--- src/rtl/rv_pkg.sv ---
`default_nettype none
// ============================================================================
//  Module   : rv_pkg
//  Purpose  : Shared RV64 decode definitions: datapath width, major opcode
//             constants, the immediate-format enum and a helper that maps an
//             opcode onto its immediate format.
//  Ports    : none (package)
//  Revision : 1.0  initial release
// ============================================================================
package rv_pkg;

    localparam int XLEN = 64;

    localparam logic [6:0] OP_LOAD   = 7'b0000011;
    localparam logic [6:0] OP_IMM    = 7'b0010011;
    localparam logic [6:0] OP_IMM32  = 7'b0011011;
    localparam logic [6:0] OP_JALR   = 7'b1100111;
    localparam logic [6:0] OP_STORE  = 7'b0100011;
    localparam logic [6:0] OP_BRANCH = 7'b1100011;
    localparam logic [6:0] OP_LUI    = 7'b0110111;
    localparam logic [6:0] OP_AUIPC  = 7'b0010111;
    localparam logic [6:0] OP_JAL    = 7'b1101111;
    localparam logic [6:0] OP_REG    = 7'b0110011;
    localparam logic [6:0] OP_REG32  = 7'b0111011;

    typedef enum logic [2:0] {
        IMM_I    = 3'd0,
        IMM_S    = 3'd1,
        IMM_B    = 3'd2,
        IMM_U    = 3'd3,
        IMM_J    = 3'd4,
        IMM_NONE = 3'd5
    } imm_type_t;

    function automatic imm_type_t imm_type_of(input logic [6:0] opcode);
        imm_type_t t;
        case (opcode)
            OP_LOAD, OP_IMM, OP_IMM32, OP_JALR: t = IMM_I;
            OP_STORE:                           t = IMM_S;
            OP_BRANCH:                          t = IMM_B;
            OP_LUI, OP_AUIPC:                   t = IMM_U;
            OP_JAL:                             t = IMM_J;
            default:                            t = IMM_NONE;
        endcase
        return t;
    endfunction

endpackage
`default_nettype wire

--- src/rtl/decode_stage_if.sv ---
`default_nettype none
// ============================================================================
//  Module   : decode_stage_if
//  Purpose  : Bundles the fetch input, flush, write-back and ID/EX output
//             signals of the decode stage.
//  Modports : master - fetch/EX/WB side (drives if_*, flush, wb_*)
//             slave  - decode stage (drives hazard_stall and ex_*)
//  Revision : 1.0  initial release
// ============================================================================
interface decode_stage_if #(
    parameter int XLEN = rv_pkg::XLEN
);
    logic [XLEN-1:0] if_pc;
    logic [31:0]     if_instruction;
    logic            if_valid;
    logic            flush;
    logic            wb_en;
    logic [4:0]      wb_rd;
    logic [XLEN-1:0] wb_data;

    logic            hazard_stall;
    logic            ex_valid;
    logic [XLEN-1:0] ex_pc;
    logic [XLEN-1:0] ex_rs1_data;
    logic [XLEN-1:0] ex_rs2_data;
    logic [XLEN-1:0] ex_imm;
    logic [4:0]      ex_rs1;
    logic [4:0]      ex_rs2;
    logic [4:0]      ex_rd;
    logic [6:0]      ex_opcode;
    logic [2:0]      ex_funct3;
    logic            ex_funct7b5;
    logic            ex_mem_read;

    modport master (
        output if_pc, if_instruction, if_valid, flush, wb_en, wb_rd, wb_data,
        input  hazard_stall, ex_valid, ex_pc, ex_rs1_data, ex_rs2_data, ex_imm,
               ex_rs1, ex_rs2, ex_rd, ex_opcode, ex_funct3, ex_funct7b5, ex_mem_read
    );

    modport slave (
        input  if_pc, if_instruction, if_valid, flush, wb_en, wb_rd, wb_data,
        output hazard_stall, ex_valid, ex_pc, ex_rs1_data, ex_rs2_data, ex_imm,
               ex_rs1, ex_rs2, ex_rd, ex_opcode, ex_funct3, ex_funct7b5, ex_mem_read
    );

endinterface
`default_nettype wire

--- src/rtl/reg_file.sv ---
`default_nettype none
// ============================================================================
//  Module   : reg_file
//  Purpose  : NREGS x XLEN architectural register file, two read ports and
//             one write port. x0 is hardwired to zero; a write-back in the
//             same cycle as a read of the same register is forwarded.
//  Ports    : Clk, reset         - clock, async active-high reset
//             i_rs1_addr/i_rs2_addr - read addresses
//             o_rs1_data/o_rs2_data - read data (combinational)
//             i_wb_en/i_wb_rd/i_wb_data - write port
//  Revision : 1.0  initial release
// ============================================================================
module reg_file #(
    parameter int XLEN  = 64,
    parameter int NREGS = 32
) (
    input  wire logic            Clk,
    input  wire logic            reset,
    input  wire logic [4:0]      i_rs1_addr,
    input  wire logic [4:0]      i_rs2_addr,
    output logic      [XLEN-1:0] o_rs1_data,
    output logic      [XLEN-1:0] o_rs2_data,
    input  wire logic            i_wb_en,
    input  wire logic [4:0]      i_wb_rd,
    input  wire logic [XLEN-1:0] i_wb_data
);

    logic [XLEN-1:0] r_regs [NREGS];
    logic            w_wb_active;

    // Writes to x0 are dropped, so x0 never leaves its reset value.
    assign w_wb_active = i_wb_en && (i_wb_rd != 5'd0);

    always_ff @(posedge Clk or posedge reset) begin
        if (reset) begin
            for (int i = 0; i < NREGS; i++) begin
                r_regs[i] <= '0;
            end
        end else if (w_wb_active) begin
            r_regs[i_wb_rd] <= i_wb_data;
        end
    end

    // x0 check comes first so a stray x0 write-back is never forwarded.
    always_comb begin
        o_rs1_data = r_regs[i_rs1_addr];
        if (i_rs1_addr == 5'd0) begin
            o_rs1_data = '0;
        end else if (w_wb_active && (i_wb_rd == i_rs1_addr)) begin
            o_rs1_data = i_wb_data;
        end
    end

    always_comb begin
        o_rs2_data = r_regs[i_rs2_addr];
        if (i_rs2_addr == 5'd0) begin
            o_rs2_data = '0;
        end else if (w_wb_active && (i_wb_rd == i_rs2_addr)) begin
            o_rs2_data = i_wb_data;
        end
    end

endmodule
`default_nettype wire

--- src/rtl/decode_stage.sv ---
`default_nettype none
// ============================================================================
//  Module   : decode_stage
//  Purpose  : RV64 instruction-decode stage: IF/ID latch, register read with
//             write-back bypass, immediate generation, load-use hazard
//             detection and the ID/EX output register.
//  Ports    : Clk   - clock, rising edge
//             reset - asynchronous active-high reset
//             bus   - decode_stage_if.slave: fetch inputs (if_*), flush,
//                     write-back (wb_*), hazard_stall and the ID/EX fields
//  Revision : 1.0  initial release
// ============================================================================
module decode_stage #(
    parameter int XLEN  = rv_pkg::XLEN,
    parameter int NREGS = 32
) (
    input  wire logic     Clk,
    input  wire logic     reset,
    decode_stage_if.slave bus
);

    import rv_pkg::*;

    // IF/ID latch
    logic            r_ifid_valid;
    logic [XLEN-1:0] r_ifid_pc;
    logic [31:0]     r_ifid_instr;

    // Decoded fields
    logic [6:0]      w_opcode;
    logic [4:0]      w_rs1;
    logic [4:0]      w_rs2;
    logic [4:0]      w_rd;
    logic [2:0]      w_funct3;
    logic            w_funct7b5;
    imm_type_t       w_imm_type;
    logic [XLEN-1:0] w_imm;
    logic [XLEN-1:0] w_rs1_data;
    logic [XLEN-1:0] w_rs2_data;
    logic            w_uses_rs2;
    logic            w_hazard_stall;

    // ID/EX register
    logic            r_ex_valid;
    logic [XLEN-1:0] r_ex_pc;
    logic [XLEN-1:0] r_ex_rs1_data;
    logic [XLEN-1:0] r_ex_rs2_data;
    logic [XLEN-1:0] r_ex_imm;
    logic [4:0]      r_ex_rs1;
    logic [4:0]      r_ex_rs2;
    logic [4:0]      r_ex_rd;
    logic [6:0]      r_ex_opcode;
    logic [2:0]      r_ex_funct3;
    logic            r_ex_funct7b5;
    logic            r_ex_mem_read;

    // ------------------------------------------------------------------
    // IF/ID latch: holds while stalled; flush kills the valid bit even
    // while stalled, so the stalled instruction is discarded.
    // ------------------------------------------------------------------
    always_ff @(posedge Clk or posedge reset) begin
        if (reset) begin
            r_ifid_valid <= 1'b0;
            r_ifid_pc    <= '0;
            r_ifid_instr <= '0;
        end else begin
            if (!w_hazard_stall) begin
                r_ifid_valid <= bus.if_valid;
                r_ifid_pc    <= bus.if_pc;
                r_ifid_instr <= bus.if_instruction;
            end
            if (bus.flush) begin
                r_ifid_valid <= 1'b0;
            end
        end
    end

    // ------------------------------------------------------------------
    // Field extraction and immediate generation
    // ------------------------------------------------------------------
    assign w_opcode   = r_ifid_instr[6:0];
    assign w_rd       = r_ifid_instr[11:7];
    assign w_funct3   = r_ifid_instr[14:12];
    assign w_rs1      = r_ifid_instr[19:15];
    assign w_rs2      = r_ifid_instr[24:20];
    assign w_funct7b5 = r_ifid_instr[30];
    assign w_imm_type = imm_type_of(w_opcode);

    // Every format carries its sign in instruction bit 31.
    always_comb begin
        w_imm = '0;
        case (w_imm_type)
            IMM_I: w_imm = {{(XLEN-12){r_ifid_instr[31]}}, r_ifid_instr[31:20]};
            IMM_S: w_imm = {{(XLEN-12){r_ifid_instr[31]}}, r_ifid_instr[31:25],
                            r_ifid_instr[11:7]};
            IMM_B: w_imm = {{(XLEN-13){r_ifid_instr[31]}}, r_ifid_instr[31],
                            r_ifid_instr[7], r_ifid_instr[30:25],
                            r_ifid_instr[11:8], 1'b0};
            IMM_U: w_imm = {{(XLEN-32){r_ifid_instr[31]}}, r_ifid_instr[31:12],
                            12'b0};
            IMM_J: w_imm = {{(XLEN-21){r_ifid_instr[31]}}, r_ifid_instr[31],
                            r_ifid_instr[19:12], r_ifid_instr[20],
                            r_ifid_instr[30:21], 1'b0};
            default: w_imm = '0;
        endcase
    end

    // ------------------------------------------------------------------
    // Register file
    // ------------------------------------------------------------------
    reg_file #(
        .XLEN  (XLEN),
        .NREGS (NREGS)
    ) u_reg_file (
        .Clk        (Clk),
        .reset      (reset),
        .i_rs1_addr (w_rs1),
        .i_rs2_addr (w_rs2),
        .o_rs1_data (w_rs1_data),
        .o_rs2_data (w_rs2_data),
        .i_wb_en    (bus.wb_en),
        .i_wb_rd    (bus.wb_rd),
        .i_wb_data  (bus.wb_data)
    );

    // ------------------------------------------------------------------
    // Load-use hazard. The rs2 field is only a real source for R-type,
    // store and branch; for I/U/J formats those bits are immediate and must
    // not trigger a false stall.
    // ------------------------------------------------------------------
    assign w_uses_rs2 = (w_opcode == OP_REG)   || (w_opcode == OP_REG32) ||
                        (w_opcode == OP_STORE) || (w_opcode == OP_BRANCH);

    assign w_hazard_stall = r_ifid_valid && r_ex_valid && r_ex_mem_read &&
                            (r_ex_rd != 5'd0) &&
                            ((r_ex_rd == w_rs1) || ((r_ex_rd == w_rs2) && w_uses_rs2));

    // ------------------------------------------------------------------
    // ID/EX register. Fields load every cycle; a bubble is expressed only
    // through ex_valid, so the hazard check above must always qualify on it.
    // ------------------------------------------------------------------
    always_ff @(posedge Clk or posedge reset) begin
        if (reset) begin
            r_ex_valid    <= 1'b0;
            r_ex_pc       <= '0;
            r_ex_rs1_data <= '0;
            r_ex_rs2_data <= '0;
            r_ex_imm      <= '0;
            r_ex_rs1      <= '0;
            r_ex_rs2      <= '0;
            r_ex_rd       <= '0;
            r_ex_opcode   <= '0;
            r_ex_funct3   <= '0;
            r_ex_funct7b5 <= 1'b0;
            r_ex_mem_read <= 1'b0;
        end else begin
            r_ex_valid    <= (bus.flush || w_hazard_stall) ? 1'b0 : r_ifid_valid;
            r_ex_pc       <= r_ifid_pc;
            r_ex_rs1_data <= w_rs1_data;
            r_ex_rs2_data <= w_rs2_data;
            r_ex_imm      <= w_imm;
            r_ex_rs1      <= w_rs1;
            r_ex_rs2      <= w_rs2;
            r_ex_rd       <= w_rd;
            r_ex_opcode   <= w_opcode;
            r_ex_funct3   <= w_funct3;
            r_ex_funct7b5 <= w_funct7b5;
            r_ex_mem_read <= (w_opcode == OP_LOAD);
        end
    end

    assign bus.hazard_stall = w_hazard_stall;
    assign bus.ex_valid     = r_ex_valid;
    assign bus.ex_pc        = r_ex_pc;
    assign bus.ex_rs1_data  = r_ex_rs1_data;
    assign bus.ex_rs2_data  = r_ex_rs2_data;
    assign bus.ex_imm       = r_ex_imm;
    assign bus.ex_rs1       = r_ex_rs1;
    assign bus.ex_rs2       = r_ex_rs2;
    assign bus.ex_rd        = r_ex_rd;
    assign bus.ex_opcode    = r_ex_opcode;
    assign bus.ex_funct3    = r_ex_funct3;
    assign bus.ex_funct7b5  = r_ex_funct7b5;
    assign bus.ex_mem_read  = r_ex_mem_read;

endmodule
`default_nettype wire

--- src/flat_wrapper.sv ---
// flat-port wrapper written by rule: the top's interface ports become plain ports
module decode_stage_flat import rv_pkg::*;
#(
    parameter int XLEN  = rv_pkg::XLEN,
    parameter int NREGS = 32
)
  (Clk, reset, bus_if_pc, bus_if_instruction, bus_if_valid, bus_flush, bus_wb_en, bus_wb_rd, bus_wb_data, bus_hazard_stall, bus_ex_valid, bus_ex_pc, bus_ex_rs1_data, bus_ex_rs2_data, bus_ex_imm, bus_ex_rs1, bus_ex_rs2, bus_ex_rd, bus_ex_opcode, bus_ex_funct3, bus_ex_funct7b5, bus_ex_mem_read);
  decode_stage_if #(.XLEN(XLEN)) bus_i ();
  input  wire logic Clk;
  input  wire logic reset;
  input wire logic [$bits(bus_i.if_pc)-1:0] bus_if_pc;
  input wire logic [$bits(bus_i.if_instruction)-1:0] bus_if_instruction;
  input wire logic [$bits(bus_i.if_valid)-1:0] bus_if_valid;
  input wire logic [$bits(bus_i.flush)-1:0] bus_flush;
  input wire logic [$bits(bus_i.wb_en)-1:0] bus_wb_en;
  input wire logic [$bits(bus_i.wb_rd)-1:0] bus_wb_rd;
  input wire logic [$bits(bus_i.wb_data)-1:0] bus_wb_data;
  output wire logic [$bits(bus_i.hazard_stall)-1:0] bus_hazard_stall;
  output wire logic [$bits(bus_i.ex_valid)-1:0] bus_ex_valid;
  output wire logic [$bits(bus_i.ex_pc)-1:0] bus_ex_pc;
  output wire logic [$bits(bus_i.ex_rs1_data)-1:0] bus_ex_rs1_data;
  output wire logic [$bits(bus_i.ex_rs2_data)-1:0] bus_ex_rs2_data;
  output wire logic [$bits(bus_i.ex_imm)-1:0] bus_ex_imm;
  output wire logic [$bits(bus_i.ex_rs1)-1:0] bus_ex_rs1;
  output wire logic [$bits(bus_i.ex_rs2)-1:0] bus_ex_rs2;
  output wire logic [$bits(bus_i.ex_rd)-1:0] bus_ex_rd;
  output wire logic [$bits(bus_i.ex_opcode)-1:0] bus_ex_opcode;
  output wire logic [$bits(bus_i.ex_funct3)-1:0] bus_ex_funct3;
  output wire logic [$bits(bus_i.ex_funct7b5)-1:0] bus_ex_funct7b5;
  output wire logic [$bits(bus_i.ex_mem_read)-1:0] bus_ex_mem_read;
  assign bus_i.if_pc = bus_if_pc;
  assign bus_i.if_instruction = bus_if_instruction;
  assign bus_i.if_valid = bus_if_valid;
  assign bus_i.flush = bus_flush;
  assign bus_i.wb_en = bus_wb_en;
  assign bus_i.wb_rd = bus_wb_rd;
  assign bus_i.wb_data = bus_wb_data;
  assign bus_hazard_stall = bus_i.hazard_stall;
  assign bus_ex_valid = bus_i.ex_valid;
  assign bus_ex_pc = bus_i.ex_pc;
  assign bus_ex_rs1_data = bus_i.ex_rs1_data;
  assign bus_ex_rs2_data = bus_i.ex_rs2_data;
  assign bus_ex_imm = bus_i.ex_imm;
  assign bus_ex_rs1 = bus_i.ex_rs1;
  assign bus_ex_rs2 = bus_i.ex_rs2;
  assign bus_ex_rd = bus_i.ex_rd;
  assign bus_ex_opcode = bus_i.ex_opcode;
  assign bus_ex_funct3 = bus_i.ex_funct3;
  assign bus_ex_funct7b5 = bus_i.ex_funct7b5;
  assign bus_ex_mem_read = bus_i.ex_mem_read;
  decode_stage #(.XLEN(XLEN), .NREGS(NREGS)) u_core (.Clk(Clk), .reset(reset), .bus(bus_i));
endmodule
--- config.mk ---
export PLATFORM = sky130hd
export DESIGN_NAME = decode_stage_flat
export DESIGN_NICKNAME = d
export VERILOG_FILES = /design/src/rtl/rv_pkg.sv /design/src/rtl/decode_stage_if.sv /design/src/rtl/reg_file.sv /design/src/rtl/decode_stage.sv /design/src/flat_wrapper.sv
export SDC_FILE = /design/constraint.sdc
export NUM_CORES = 2
export LEC_CHECK = 0
export CAP_MARGIN = 20
export CORE_ASPECT_RATIO = 2
export CORE_MARGIN = 1.5
export CORE_UTILIZATION = 38
export DETAILED_ROUTE_END_ITERATION = 12
export SLEW_MARGIN = 10
export SYNTH_ARGS = -nofsm -noshare
export SYNTH_HDL_FRONTEND = slang
export SYNTH_SLANG_ARGS = --single-unit
--- constraint.sdc ---
create_clock -name Clk -period 139.7 [get_ports Clk]
set_input_delay 20.955 -clock Clk [delete_from_list [all_inputs] [get_ports Clk]]
set_output_delay 20.955 -clock Clk [all_outputs]
set_load 0.02 [all_outputs]
==> impl_metrics.py <==
metrics = {
    "critical_path": {
        "cp.arrival_ns": 27.00,
        "worstPathMaxFanout": 89,
        "reg2reg_from": "u_core.r_ifid_instr[21]",
        "start_kind": "input pin",
        "crit_top_cell": "buf_4",
        "cp.required_ns": 140.57,
        "end_kind": "async pin",
        "path_cells": "clkdlybuf4s50_1, inv_8, buf_4, buf_4, buf_4, buf_4, buf_4, buf_4",
        "max_stage_delay_ns": 0.88,
        "crit_type": "in -> async",
        "cpMaxStageDelayCell": "buf_4",
        "crit_start": "reset",
    },
    "synth": {
        "syn-num-nets": 7819,
        "synth.area.top_cells": "dfrtp_1 (50%), mux2_2 (20%), mux4_2 (18%)",
        "synth_area_per_cell_um2": 15.6,
        "synth-seq-cells": 2397,
        "synth_top_flop_cell": "dfrtp_1",
        "netlist.area_leader.share_pct": 50.3,
        "yosys.area.top_type": "dfrtp_1",
        "netlist_area_um2": 119000,
        "ys_types": 63,
        "synth_common_cells": "dfrtp_1 (2397), mux2_2 (2094), mux4_2 (977)",
        "netlist_instances": 7649,
        "synth_edf_count": 0,
        "yosysMostFrequentCell": "dfrtp_1",
        "yosysSeqAreaShare_pct": 50.3,
        "synth_async_sr_flop_share_pct": 100,
        "ys.warnings.count": 0,
    },
    "clock_tree": {
        "cts_tree": "yes",
        "cts_setup_buffers": 0,
        "cts_hold_buf": 0,
        "clk_latency_ns": 0.93,
        "clk_path_buf_depth": 4,
        "htreeDepth": 4,
        "numCtsBuffers": 222,
        "cts_num_sinks": 2397,
        "cts_resized": 0,
        "cts_root_buf": "clkbuf_16",
        "clk_pin_slew_ns": 0.06,
    },
    "finish": {
        "nets": 7864,
        "syn2layout_area_growth_pct": 13.3,
        "stdcell_count": 12000,
        "drive_above_1_share_pct": 47.6,
    },
    "sta": {
        "max_freq_ghz": 0.0383,
        "finClkSkew_ns": 0.0797,
        "fin_crit_ns": 26.13,
        "finalSetupTns_ns": 0,
        "setup_viol_count_final": 0,
        "slew_headroom_pct": 16.7,
        "tightest_slew_ns": 1.25,
        "rsz0062_at_grt": "no",
        "whs_ns": 0.366,
        "slew_viol_final": 0,
        "hold_viol_final": 0,
        "fin_crit_sh_pct": 18.7,
    },
    "place": {
        "numPortBuffers": 454,
        "placedCellCount": 11500,
        "gp_congestion": 0.819,
        "dp.final_hpwl_um": 237000,
    },
    "die": {
        "die_h_um": 795,
        "dieArea_um2": 317000,
        "coreArea_um2": 312000,
        "start_util_pct": 38.2,
        "die_x_um": 399,
        "rows": 290,
        "ios": 455,
    },
    "detailed_routing": {
        "drtIter0Drc": 6321,
        "via_count": 75200,
        "wl_um": 414000,
        "vias_per_cell": 6.29,
        "ant_nets": 0,
        "drc": 0,
        "wire_per_inst_um": 34.6,
        "drtPass1Iterations": 8,
    },
    "power_and_ir_drop": {
        "leakage_nw": 57.7,
        "p_total_mw": 1.92,
        "ir_drop_uv": 10.2,
        "p_per_area_nw_per_um2": 14.2,
    },
    "grt": {
        "groute.usage.overall_pct": 25.7,
        "overflow": 0,
        "antenna_found_initial": 32,
        "grt_pass1_wl_um": 590000,
        "grt_pass1_vias": 79900,
        "grt_max_degree": 186,
    },
    "status": {
        "status": "finished clean",
    },
    "worst_hold_path": {
        "min_from": "u_core.r_ifid_pc[55]",
        "hold_path_class": "reg -> reg",
    },
    "run": {
        "max-cap-violations": 0,
    },
}
-- final timing paths --
path | end | slack (ns) | depth (start not counted)
max | u_core.u_reg_file.r_regs[1669] | 113.57 | 8
min | u_core.bus.ex_pc[55] | 0.37 | 0
max reg2reg | u_core.bus.ex_rs2_data[28] | 134.31 | 9
min reg2reg | u_core.bus.ex_pc[55] | 0.37 | 0
max in group Clk | bus_hazard_stall | 114.36 | 8
min in group asynchronous | u_core.u_reg_file.r_regs[1106] | 20.57 | 2
-- sequential cells by signal, indices dropped and copies added (netlist names) --
signal / count
u_core.bus.ex_funct3: 3
u_core.bus.ex_funct7b5: 1
u_core.bus.ex_imm: 32
u_core.bus.ex_mem_read: 1
u_core.bus.ex_opcode: 7
u_core.bus.ex_pc: 64
u_core.bus.ex_rd: 5
u_core.bus.ex_rs1: 5
u_core.bus.ex_rs1_data: 64
u_core.bus.ex_rs2: 5
u_core.bus.ex_rs2_data: 64
u_core.bus.ex_valid: 1
u_core.r_ifid_instr: 32
u_core.r_ifid_pc: 64
u_core.r_ifid_valid: 1
u_core.u_reg_file.r_regs: 2048
-- critical path: cells and delay by family --
| kind | cells | cell delay, ns |
|---|---|---|
| buffers and inverters | 8 | 5.61 |
-- power by group --
group	switching, mW	internal, mW
Clock	0.282	0.345
Combinational	0.160	0.225
Sequential	0.0909	0.816
Total	0.533	1.39
-- cell families after synthesis --
logic type	count (synthesis)	synth area share [%]
multiplexers	3333	40.4
buffers and inverters	905	3.43
XOR/XNOR	20	0.147
AO/OA/AOI/OAI	730	4.54
flip-flops	2397	50.3
AND/OR/NAND/NOR	264	1.13
-- metal layers --
layer  GRT usage (%)  up-vias  share of wire, %
met1            31.3    41300                38
met3            4.55     1127               6.4
met5               0        -             0.048
met4            14.6       32               6.5
met2            42.9     3239                49
li1                -    29600                 -
-- layout by cell type (no fill, tap or decap), drive strengths merged, types with 19 or more instances in the layout --
cell type / count
a221oi: 34
nor3: 19
a221o: 86
nor2b: 22
mux2i: 262
a21oi: 106
nand2: 93
a211oi: 33
a31oi: 22
buf: 264
dfrtp: 2397
mux4: 977
mux2: 2094
nor2: 46
o22ai: 19
clkinv: 28
o21ai: 43
o211ai: 52
clkdlybuf4s50: 452
a22o: 19
clkbuf: 337
a21o: 19
a22oi: 246
nand3: 22
-- area by class of cell --
cell class	instances	area (µm²)
inverter	9	48.8
multi-input combinational	4347	55500
antenna	13	32.5
fill	27700	177000
timing repair buffer	717	7160
tap	4088	5110
clock buffer	336	6570
sequential	2397	60000
clock inverter	52	659
-- metrics by stage --
stage	worst slack, ns	instance area, µm²	utilization (%)
2_1_floorplan	51.00	119000	-
6_report	113.57	135000	43.3
4_1_cts	113.39	134000	43.0
5_1_grt	112.69	135000	43.3
3_5_place_dp	112.45	127000	40.7
3_3_place_gp	112.63	127000	40.7
No activity file was read; power rests on OpenSTA's default activity.
